$ cat src/rtl/muldiv_pkg.sv
// Shared types for the sequential MUL/DIV unit: op codes, FSM states,
// iteration-count derivation and the radix-4 Booth group decode.
package muldiv_pkg;

    localparam logic [1:0] OP_MUL = 2'b00;
    localparam logic [1:0] OP_DIV = 2'b01;

    typedef enum logic [2:0] {
        ST_IDLE = 3'd0,
        ST_MUL  = 3'd1,
        ST_DIV  = 3'd2,
        ST_FIX  = 3'd3,
        ST_DONE = 3'd4
    } state_t;

    // Magnitude of the Booth multiple; the sign travels separately in booth_sel_t.
    typedef enum logic [1:0] {
        BM_ZERO = 2'd0,
        BM_ONE  = 2'd1,
        BM_TWO  = 2'd2
    } booth_mag_t;

    typedef struct packed {
        logic       neg;
        booth_mag_t mag;
    } booth_sel_t;

    function automatic int mul_iters(input int width);
        return width / 2;
    endfunction

    function automatic int div_iters(input int width);
        return width;
    endfunction

    function automatic booth_sel_t booth_decode(input logic [2:0] grp);
        booth_sel_t sel;
        case (grp)
            3'b001, 3'b010: sel = '{neg: 1'b0, mag: BM_ONE};
            3'b011:         sel = '{neg: 1'b0, mag: BM_TWO};
            3'b100:         sel = '{neg: 1'b1, mag: BM_TWO};
            3'b101, 3'b110: sel = '{neg: 1'b1, mag: BM_ONE};
            default:        sel = '{neg: 1'b0, mag: BM_ZERO};
        endcase
        return sel;
    endfunction

endpackage

$ cat src/rtl/muldiv_seq_ctrl_booth_recode.sv
// Radix-4 Booth recoder: turns one 3-bit multiplier group into the A/2A
// multiple plus a negate flag for the accumulator.
module booth_recode
    import muldiv_pkg::*;
#(
    parameter int WIDTH = 32
) (
    input  logic [2:0]         grp,
    input  logic [WIDTH-1:0]   mcand,
    output logic signed [WIDTH:0] multiple,
    output logic               negate
);

    booth_sel_t sel;

    // Negation is left to the 2W-wide accumulator: -2*(-2^(W-1)) needs W+2 bits.
    always_comb begin
        sel    = booth_decode(grp);
        negate = sel.neg;
        case (sel.mag)
            BM_ONE:  multiple = {mcand[WIDTH-1], mcand};
            BM_TWO:  multiple = {mcand, 1'b0};
            default: multiple = '0;
        endcase
    end

endmodule

$ cat src/rtl/muldiv_seq_ctrl.sv
// Multi-cycle MUL (radix-4 Booth) / DIV (restoring) unit with start/done handshake.
// Build option: MULDIV_EARLY_TERM_EN ends MUL once the remaining multiplier bits are all sign.
//
//   state | meaning
//   IDLE  | waiting for start; operands latched on accept
//   MUL   | one Booth group per cycle into the 2W accumulator
//   DIV   | one restoring step per cycle on |A| / |B|
//   FIX   | apply quotient / remainder signs
//   DONE  | done pulse; hi/lo/div_by_zero already registered
module muldiv_seq_ctrl
    import muldiv_pkg::*;
#(
    parameter int WIDTH = 32
) (
    input  logic             clock,
    input  logic             clear,
    input  logic             start,
    input  logic [1:0]       op,
    input  logic [WIDTH-1:0] A,
    input  logic [WIDTH-1:0] B,
    output logic             busy,
    output logic             done,
    output logic [WIDTH-1:0] hi,
    output logic [WIDTH-1:0] lo,
    output logic             div_by_zero
);

    localparam int MUL_ITERS = mul_iters(WIDTH);
    localparam int DIV_ITERS = div_iters(WIDTH);
    localparam int CNT_W     = $clog2(DIV_ITERS);

    state_t             state, state_nx;
    logic [CNT_W-1:0]   cnt;
    logic [WIDTH-1:0]   areg, breg;
    logic [2*WIDTH-1:0] acc;
    logic               a_neg, b_neg;

    logic [WIDTH-1:0]   a_mag, b_mag;
    logic [WIDTH:0]     b_ext;
    logic [CNT_W:0]     idx;
    logic [2:0]         grp;
    logic signed [WIDTH:0] multiple;
    logic               negate;
    logic [2*WIDTH-1:0] pp, mul_acc_nx;
    logic               mul_rest_eq, mul_last, div_last;

    logic [WIDTH:0]     rem_sh;
    logic               div_ge;
    logic [WIDTH-1:0]   rem_nx;
    logic [2*WIDTH-1:0] div_acc_nx;
    logic [WIDTH-1:0]   q_fix, r_fix;

    logic [WIDTH-1:0]   res_hi, res_lo;
    logic               res_dbz;

    assign a_mag = A[WIDTH-1] ? (~A + 1'b1) : A;
    assign b_mag = B[WIDTH-1] ? (~B + 1'b1) : B;

    // Multiplier datapath
    assign b_ext = {breg, 1'b0};
    assign idx   = {cnt, 1'b0};
    assign grp   = b_ext[idx +: 3];

    booth_recode #(.WIDTH(WIDTH)) u_booth (
        .grp      (grp),
        .mcand    (areg),
        .multiple (multiple),
        .negate   (negate)
    );

    assign pp         = {{(WIDTH-1){multiple[WIDTH]}}, multiple} << idx;
    assign mul_acc_nx = negate ? (acc - pp) : (acc + pp);

`ifdef MULDIV_EARLY_TERM_EN
    logic [WIDTH-1:0] rest;
    assign rest        = $signed(breg) >>> {cnt, 1'b1};
    assign mul_rest_eq = (rest == '0) || (rest == '1);
`else
    assign mul_rest_eq = 1'b0;
`endif

    assign mul_last = (cnt == CNT_W'(MUL_ITERS - 1)) || mul_rest_eq;
    assign div_last = (cnt == CNT_W'(DIV_ITERS - 1));

    // Divider datapath: acc holds {remainder, quotient}
    assign rem_sh     = {acc[2*WIDTH-1:WIDTH], acc[WIDTH-1]};
    assign div_ge     = rem_sh >= {1'b0, breg};
    assign rem_nx     = div_ge ? WIDTH'(rem_sh - {1'b0, breg}) : rem_sh[WIDTH-1:0];
    assign div_acc_nx = {rem_nx, acc[WIDTH-2:0], div_ge};

    assign q_fix = (a_neg ^ b_neg) ? (~acc[WIDTH-1:0] + 1'b1) : acc[WIDTH-1:0];
    assign r_fix = a_neg ? (~acc[2*WIDTH-1:WIDTH] + 1'b1) : acc[2*WIDTH-1:WIDTH];

    assign busy = (state != ST_IDLE);
    assign done = (state == ST_DONE);

    always_comb begin
        state_nx = state;
        case (state)
            ST_IDLE: begin
                if (start && op == OP_MUL)
                    state_nx = ST_MUL;
                else if (start && op == OP_DIV)
                    state_nx = (B == '0) ? ST_DONE : ST_DIV;
            end
            ST_MUL:  if (mul_last) state_nx = ST_DONE;
            ST_DIV:  if (div_last) state_nx = ST_FIX;
            ST_FIX:  state_nx = ST_DONE;
            ST_DONE: state_nx = ST_IDLE;
            default: state_nx = ST_IDLE;
        endcase
    end

    // Result selected by whichever state is about to enter DONE
    always_comb begin
        res_hi  = mul_acc_nx[2*WIDTH-1:WIDTH];
        res_lo  = mul_acc_nx[WIDTH-1:0];
        res_dbz = 1'b0;
        case (state)
            ST_IDLE: begin
                res_hi  = A;
                res_lo  = '1;
                res_dbz = 1'b1;
            end
            ST_FIX: begin
                res_hi = r_fix;
                res_lo = q_fix;
            end
            default: ;
        endcase
    end

    always_ff @(posedge clock or posedge clear) begin
        if (clear) begin
            state       <= ST_IDLE;
            cnt         <= '0;
            areg        <= '0;
            breg        <= '0;
            acc         <= '0;
            a_neg       <= 1'b0;
            b_neg       <= 1'b0;
            hi          <= '0;
            lo          <= '0;
            div_by_zero <= 1'b0;
        end else begin
            state <= state_nx;
            case (state)
                ST_IDLE: begin
                    if (state_nx != ST_IDLE) begin
                        cnt   <= '0;
                        areg  <= A;
                        a_neg <= A[WIDTH-1];
                        b_neg <= B[WIDTH-1];
                        if (op == OP_MUL) begin
                            breg <= B;
                            acc  <= '0;
                        end else begin
                            breg <= b_mag;
                            acc  <= {{WIDTH{1'b0}}, a_mag};
                        end
                    end
                end
                ST_MUL: begin
                    acc <= mul_acc_nx;
                    cnt <= cnt + CNT_W'(1);
                end
                ST_DIV: begin
                    acc <= div_acc_nx;
                    cnt <= cnt + CNT_W'(1);
                end
                default: ;
            endcase
            if (state != ST_DONE && state_nx == ST_DONE) begin
                hi          <= res_hi;
                lo          <= res_lo;
                div_by_zero <= res_dbz;
            end
        end
    end

endmodule

$ cat config.mk
export PLATFORM = sky130hd
export DESIGN_NAME = muldiv_seq_ctrl
export DESIGN_NICKNAME = d
export VERILOG_FILES = /design/src/rtl/muldiv_pkg.sv /design/src/rtl/muldiv_seq_ctrl_booth_recode.sv /design/src/rtl/muldiv_seq_ctrl.sv
export SDC_FILE = /design/constraint.sdc
export NUM_CORES = 1
export LEC_CHECK = 0
export BUFFER_PORTS_ARGS = -buffer_cell sky130_fd_sc_hd__buf_2
export CORE_MARGIN = 3
export CORE_UTILIZATION = 44
export CTS_BUF_LIST = sky130_fd_sc_hd__clkbuf_4 sky130_fd_sc_hd__clkbuf_8 sky130_fd_sc_hd__clkbuf_16
export DETAILED_ROUTE_END_ITERATION = 16
export PLACE_DENSITY = 0.72
export REMOVE_ABC_BUFFERS = 1
export SYNTH_ARGS = -nofsm -noshare
export SYNTH_HDL_FRONTEND = slang
export SYNTH_HIERARCHICAL = 1
export SYNTH_SLANG_ARGS = --single-unit
$ cat constraint.sdc
create_clock -name clock -period 23.6 [get_ports clock]
set_input_delay 3.54 -clock clock [delete_from_list [all_inputs] [get_ports clock]]
set_output_delay 3.54 -clock clock [all_outputs]
set_load 0.03 [all_outputs]
# After elaboration in Yosys (flattened, before gate mapping)
# Index checks and enable logic that the tools add are counted.
dict set report totals {
  word_cells 83
  input_bits 69
  out_inout_bits 67
  register_bits 203
}
dict set report op_classes {
  order_cmp 1
  n_eq_ne 18
  n_bitwise 5
  n_shift 2
  reduce_logical 16
  mux 23
  addsub 8
}
# op n
set ops {}
lappend ops {{32-bit two-way mux} 7}
lappend ops {{64-bit one-hot mux with 3 select lines} 1}
lappend ops {{32-bit by 1-bit adder with 32-bit output (second input constant)} 4}
lappend ops {{64-bit two-way mux} 2}
lappend ops {{32-bit NOT} 4}
lappend ops {{32-bit one-hot mux with 2 select lines} 2}
lappend ops {{33-bit one-hot mux with 2 select lines} 1}
lappend ops {{64-bit adder} 1}
lappend ops {{64-bit by 6-bit left shift with 64-bit output} 1}
lappend ops {{64-bit subtractor} 1}
lappend ops {{33-bit by 32-bit greater-or-equal comparator with 1-bit output} 1}
lappend ops {{33-bit by 7-bit variable part select with 3-bit output} 1}
lappend ops {{32-bit zero test} 1}
lappend ops {{32-bit subtractor} 1}
lappend ops {{3-bit one-hot mux with 4 select lines} 2}
lappend ops {{3-bit == test (second input constant)} 5}
lappend ops {{3-bit two-way mux} 5}
lappend ops {{3-bit by 2-bit == test with 1-bit output (second input constant)} 4}
lappend ops {{5-bit one-hot mux with 2 select lines} 1}
lappend ops {{3-bit nonzero test} 3}
lappend ops {{3-bit by 1-bit == test with 1-bit output (second input constant)} 2}
lappend ops {{2-bit AND reduction} 3}
lappend ops {{2-bit OR reduction} 3}
lappend ops {{5-bit by 1-bit adder with 5-bit output (second input constant)} 1}
lappend ops {{other kinds (13)} 16}

# Longest topological paths before layout
dict set report depth {
  ltp_word 10
  depth_mapped 44
  ltp_nobuf 35
}

# Cells and area by module
# The synthesis kept the hierarchy.
# module area_per_inst_um2 n_inst seq_area_each_um2 cells_each
set modules_own_cells {}
lappend modules_own_cells {muldiv_seq_ctrl 22048.6 1 5054.8 2844}
lappend modules_own_cells {booth_recode 555.5 1 0.0 86}

# Worst setup path after synthesis
# OpenSTA, ideal clock, no wires.
dict set report synth_path {
  path_type {flip-flop to flip-flop}
  startpoint {register cnt[0]}
  endpoint {register hi[30]}
  path_buffers 9
  t_arrival_ps 9179
  period_less_slack_ps 9265
  stages_incl_launch_ff 42
  required_time_ps 23514
  setup_slack_ps 14335
  setup_ps 86
  path_cell_list {dfrtp_1 buf_6 buf_4 buf_4 buf_4 buf_4 buf_1 mux4_2 mux4_2 nand2_1 o41ai_1 nand2b_1 o22a_1 ha_1 buf_6 buf_6 a22oi_1 nor2_1 [... 6 more ...] nand4_1 nor2_1 and2_1 a31oi_1 xnor2_1 nand2_1 ha_1 a21oi_1 o21ai_0 a221oi_1 o21a_1 o221a_2 o41ai_1 a221oi_1 o211ai_1 a221o_1 and4_1 nor3_1}
}
dict set report synth_via {
  elab_chain_cells 10
  word_cells_on_any_way 25
  classes_between {add/sub: 2; eq/ne: 11; shift: 2; mux: 7; reduce/logical: 3}
}
# item line_no
set synth_lines {}
lappend synth_lines {{from (decl)} muldiv_seq_ctrl.sv:33} ;# logic [CNT_W-1:0] cnt;
lappend synth_lines {{from (signal assigned)} muldiv_seq_ctrl.sv:165} ;# cnt <= cnt + CNT_W'(1);
lappend synth_lines {{from (signal assigned)} muldiv_seq_ctrl.sv:169} ;# cnt <= cnt + CNT_W'(1);
lappend synth_lines {{33-bit by 7-bit variable part select with 3-bit output (*)} muldiv_seq_ctrl.sv:62} ;# assign grp = b_ext[idx +: 3];
lappend synth_lines {{net grp[0]} muldiv_seq_ctrl.sv:41} ;# logic [2:0] grp;
lappend synth_lines {{3-bit == test (tied with other cells)} muldiv_pkg.sv:38} ;# case (grp)
lappend synth_lines {{2-bit OR reduction} muldiv_pkg.sv:38}
lappend synth_lines {{3-bit one-hot mux with 4 select lines (*)} muldiv_pkg.sv:38}
lappend synth_lines {{2-bit == test or 2-bit by 1-bit == test with 1-bit output (tied branches)} muldiv_seq_ctrl_booth_recode.sv:20} ;# case (sel.mag)
lappend synth_lines {{33-bit one-hot mux with 2 select lines (*)} muldiv_seq_ctrl_booth_recode.sv:20}
lappend synth_lines {{net multiple[2]} muldiv_seq_ctrl.sv:42} ;# logic signed [WIDTH:0] multiple;
lappend synth_lines {{64-bit by 6-bit left shift with 64-bit output (*)} muldiv_seq_ctrl.sv:71} ;# assign pp = {{(WIDTH-1){multiple[WIDTH]}}, multiple} << idx;
lappend synth_lines {{64-bit adder or 64-bit subtractor (tied branches)} muldiv_seq_ctrl.sv:72} ;# assign mul_acc_nx = negate ? (acc - pp) : (acc + pp);
lappend synth_lines {{64-bit two-way mux (*)} muldiv_seq_ctrl.sv:72}
lappend synth_lines {{32-bit one-hot mux with 2 select lines (*)} muldiv_seq_ctrl.sv:119} ;# case (state)
lappend synth_lines {{to (signal assigned)} muldiv_seq_ctrl.sv:174} ;# hi <= res_hi;
lappend synth_lines {{to (decl)} muldiv_seq_ctrl.sv:23} ;# output logic [WIDTH-1:0] hi,
# Mark *: on every way through the listed nets, which the timed path passes. The rest lies on a longest branch.
# A chain may end at the register's enable or synchronous reset.

# Final worst setup path
dict set report layout_path {
  startpoint {register cnt[3]}
  endpoint {register acc[63]}
}
dict set report layout_via {
  elab_chain_cells 10
  word_cells_on_any_way 26
  classes_between {add/sub: 2; eq/ne: 11; shift: 2; mux: 7; reduce/logical: 4}
}
# item line_no
set layout_lines {}
lappend layout_lines {{33-bit by 7-bit variable part select with 3-bit output (*)} muldiv_seq_ctrl.sv:62}
lappend layout_lines {{net grp[0]} muldiv_seq_ctrl.sv:41}
lappend layout_lines {{3-bit == test (tied with other cells)} muldiv_pkg.sv:38}
lappend layout_lines {{2-bit OR reduction} muldiv_pkg.sv:38}
lappend layout_lines {{3-bit one-hot mux with 4 select lines (*)} muldiv_pkg.sv:38}
lappend layout_lines {{2-bit == test or 2-bit by 1-bit == test with 1-bit output (tied branches)} muldiv_seq_ctrl_booth_recode.sv:20}
lappend layout_lines {{33-bit one-hot mux with 2 select lines (*)} muldiv_seq_ctrl_booth_recode.sv:20}
lappend layout_lines {{net multiple[6]} muldiv_seq_ctrl.sv:42}
lappend layout_lines {{64-bit by 6-bit left shift with 64-bit output (*)} muldiv_seq_ctrl.sv:71}
lappend layout_lines {{64-bit adder or 64-bit subtractor (tied branches)} muldiv_seq_ctrl.sv:72}
lappend layout_lines {{64-bit two-way mux (*)} muldiv_seq_ctrl.sv:72}
lappend layout_lines {{64-bit one-hot mux with 3 select lines (*)} muldiv_seq_ctrl.sv:147} ;# case (state)
lappend layout_lines {{to (signal assigned)} muldiv_seq_ctrl.sv:159} ;# acc <= {{WIDTH{1'b0}}, a_mag};
lappend layout_lines {{to (signal assigned)} muldiv_seq_ctrl.sv:164} ;# acc <= mul_acc_nx;
lappend layout_lines {{to (signal assigned)} muldiv_seq_ctrl.sv:168} ;# acc <= div_acc_nx;
lappend layout_lines {{to (decl)} muldiv_seq_ctrl.sv:35} ;# logic [2*WIDTH-1:0] acc;
# Marks and branches as above.

==> metrics.yaml <==
synth_cells: 2930
final-setup-viol-count: 0
ys_types: 81
die_w_um: 233
yosys_warnings: 6
synthFlopType: "dfrtp_1"
synth_compound_area_share_pct: 28.6
avgViaCountPerCell: 6.56
final.min_clock_period_ns: 10.37
period_share_pct: 43.9
synth-seq-cells: 202
critical_path.max_stage_delay_ns: 0.77
io_pins: 136
synth_simple_gate_area_share_pct: 19.9
post_drt_wl_per_cell_um: 24.7
syn_area_per_cell_um2: 7.71
firstDrtPassIters: 9
crit_path_max_fanout: 35
cts_resized: 0
required_ns: 24.09
timing.hold.worst.class: "reg2reg"
drt-initial-drc-count: 3022
diodes: 0
worstSetupPathType: "reg2reg"
startpoint_type: "register"
buffer_ports.inserted: 135
status: "complete, no violations"
vias: 23778
dp_hpwl_mm: 68.6
grt_antenna_before_repair: 3
slew_headroom_pct: 33.3
fin_hold_ws_ns: 0.489
htreeDepth: 1
syn2layout_area_growth_pct: 8.20
cts.sinks: 202
end_kind: "register"
drive_above_1_share_pct: 11.5
first_global_vias: 22431
cts_buffer_depth: 3
crit_buf_inv: 2
hold_viol_final: 0
nFillCells: 5096
max_freq_ghz: 0.0965
slowest_stage: "clkinv_1"
fin_nets: 3110
ys_seq_area_share_pct: 22.4
worstMarginPinSlew_ns: 1.00
report.final.slew_viol_count: 0
num_rows: 82
crit_family: "compound AO/OA/AOI/OAI gates"
root_buffer: "clkbuf_16"
ctsHoldBuffers: 0
start_util_pct: 44.8
clock_skew_ns: 0.0461
finalWirelength_mm: 89.5
grt-ovfl-total: 0
clk_pin_slew_ns: 0.06
crit_top_cell: "nand2_1"
die_y_um: 233
final_cell_mix: "338 x nand2_1, 277 x nor2_1, 255 x a21oi_1, 224 x o21ai_0, 198 x dfrtp_1"
dieArea_mm2: 0.0541
synth_top_family_by_area: "compound AO/OA/AOI/OAI gates"
cp.arrival_ns: 10.85
fin_setup_tns_ns: 0
drc_errors: 0
timing.max_cap.violations: 0
grt.total_usage_pct: 32.5
final_common_cell: "nand2_1"
cts_setup_buffers: 0
synth_area_mm2: 0.0226
rsz0062_at_grt: "false"
async_reset_ff_share_pct: 100
clk_latency_ns: 0.58
tritoncts: "built"
synth_edf_count: 0
grt_pass1_wl_mm: 137
r2r_setup_slack_ns: 13.23
synth.area.mux_share_pct: 7.66
grt_max_degree: 97
place_congestion: 1.11
synth-adder-area-share_pct: 5.99
synth_xor_area_share_pct: 10.0
numCtsBuffers: 25
core_mm2: 0.0505
postRouteAntennaNets: 0
==> registers in the layout, summed over array words and instances, names as in the netlist <==
| name | flops |
|---|---|
| lo | 32 |
| cnt | 5 |
| div_by_zero | 1 |
| state | 3 |
| b_neg | 1 |
| areg | 32 |
| hi | 32 |
| acc | 64 |
| breg | 32 |
==> per-stage QoR <==
| step | utilization [%] | std cells | instance area [um^2] | setup WS, ns |
|---|---|---|---|---|
| finish | 48.5 | 3623 | 24500 | 13.23 |
| global route | 48.5 | 3623 | 24500 | 12.55 |
| CTS | 48.5 | 3623 | 24500 | 13.50 |
| detailed placement | 46.8 | 3579 | 23600 | 13.53 |
| global placement | 46.8 | 3579 | 23600 | 13.70 |
| floorplan | - | 2728 | 21700 | 12.91 |
==> cells in the mapped netlist, drive strengths merged, types with 8 or more instances <==
cell type	count	share of area, %
a221oi	50	2.0
a2bb2oi	8	0.34
nand2b	32	0.90
o211ai	17	0.56
nor3	67	1.5
o21ai	230	5.1
o21bai	15	0.50
o22ai	24	0.66
or3	23	0.64
a21o	62	2.1
clkbuf	134	2.2
or4	19	0.70
nor2	281	4.7
a21oi	256	5.7
nor4	19	0.62
inv	84	1.4
a222oi	14	0.62
o221ai	15	0.58
o31a	9	0.35
mux2i	57	2.5
a211o	8	0.31
xor2	123	4.8
nand4	29	0.80
nand3	37	0.82
mux2	15	0.75
nand2	339	5.6
or2	13	0.36
ha	105	5.8
o22a	10	0.39
a22oi	64	2.2
and3	21	0.58
o41ai	17	0.66
dfrtp	202	22
nor2b	28	0.77
o21a	22	0.73
nor3b	11	0.37
a211oi	26	0.86
a31oi	55	1.5
mux4	44	4.4
and2	30	0.83
o31ai	37	1.2
xnor2	136	5.3
buf	68	1.8
==> routing by layer <==
layer / track usage [%] / wire length, um / vias up
met5: 0 / 34 / -
met4: 17.7 / 6240 / 4
met3: 6.76 / 9210 / 336
met2: 50.5 / 38700 / 1376
met1: 42.1 / 35200 / 11228
li1: - / - / 10834
==> path summary, 6_finish.rpt <==
path                                    startpoint                  end  cells after the start
worst max-delay path            cnt[3]$_DFFE_PP0P_  acc[63]$_DFFE_PP0P_                     32
worst min-delay path            lo[23]$_DFFE_PP0P_   lo[23]$_DFFE_PP0P_                      1
worst max register to register  cnt[3]$_DFFE_PP0P_  acc[63]$_DFFE_PP0P_                     32
worst min register to register  lo[23]$_DFFE_PP0P_   lo[23]$_DFFE_PP0P_                      1
max in group asynchronous                    clear   cnt[0]$_DFFE_PP0P_                      3
min in group asynchronous                    clear  acc[29]$_DFFE_PP0P_                      2
==> cell type report <==
type	instances	area (um^2)	area share, %
tap	672	841	3.44
clock buffer	37	734	3.00
sequential	202	5060	20.7
timing repair buffer	179	1010	4.11
inverter	86	330	1.35
clock inverter	7	95.1	0.389
multi-input combinational	2440	16400	67.0
==> kinds of logic after synthesis <==
family                     count (synthesis)
buffers and inverters                    288
xor gates and xnor gates                 259
and+or+nand+nor                          966
DFF                                      202
adders and majority gates                107
AOI/OAI and AO/OA                        992
muxes                                    116
Power is not shown: default switching activity piles up to over one toggle a cycle in this logic, so the estimate is an artifact.
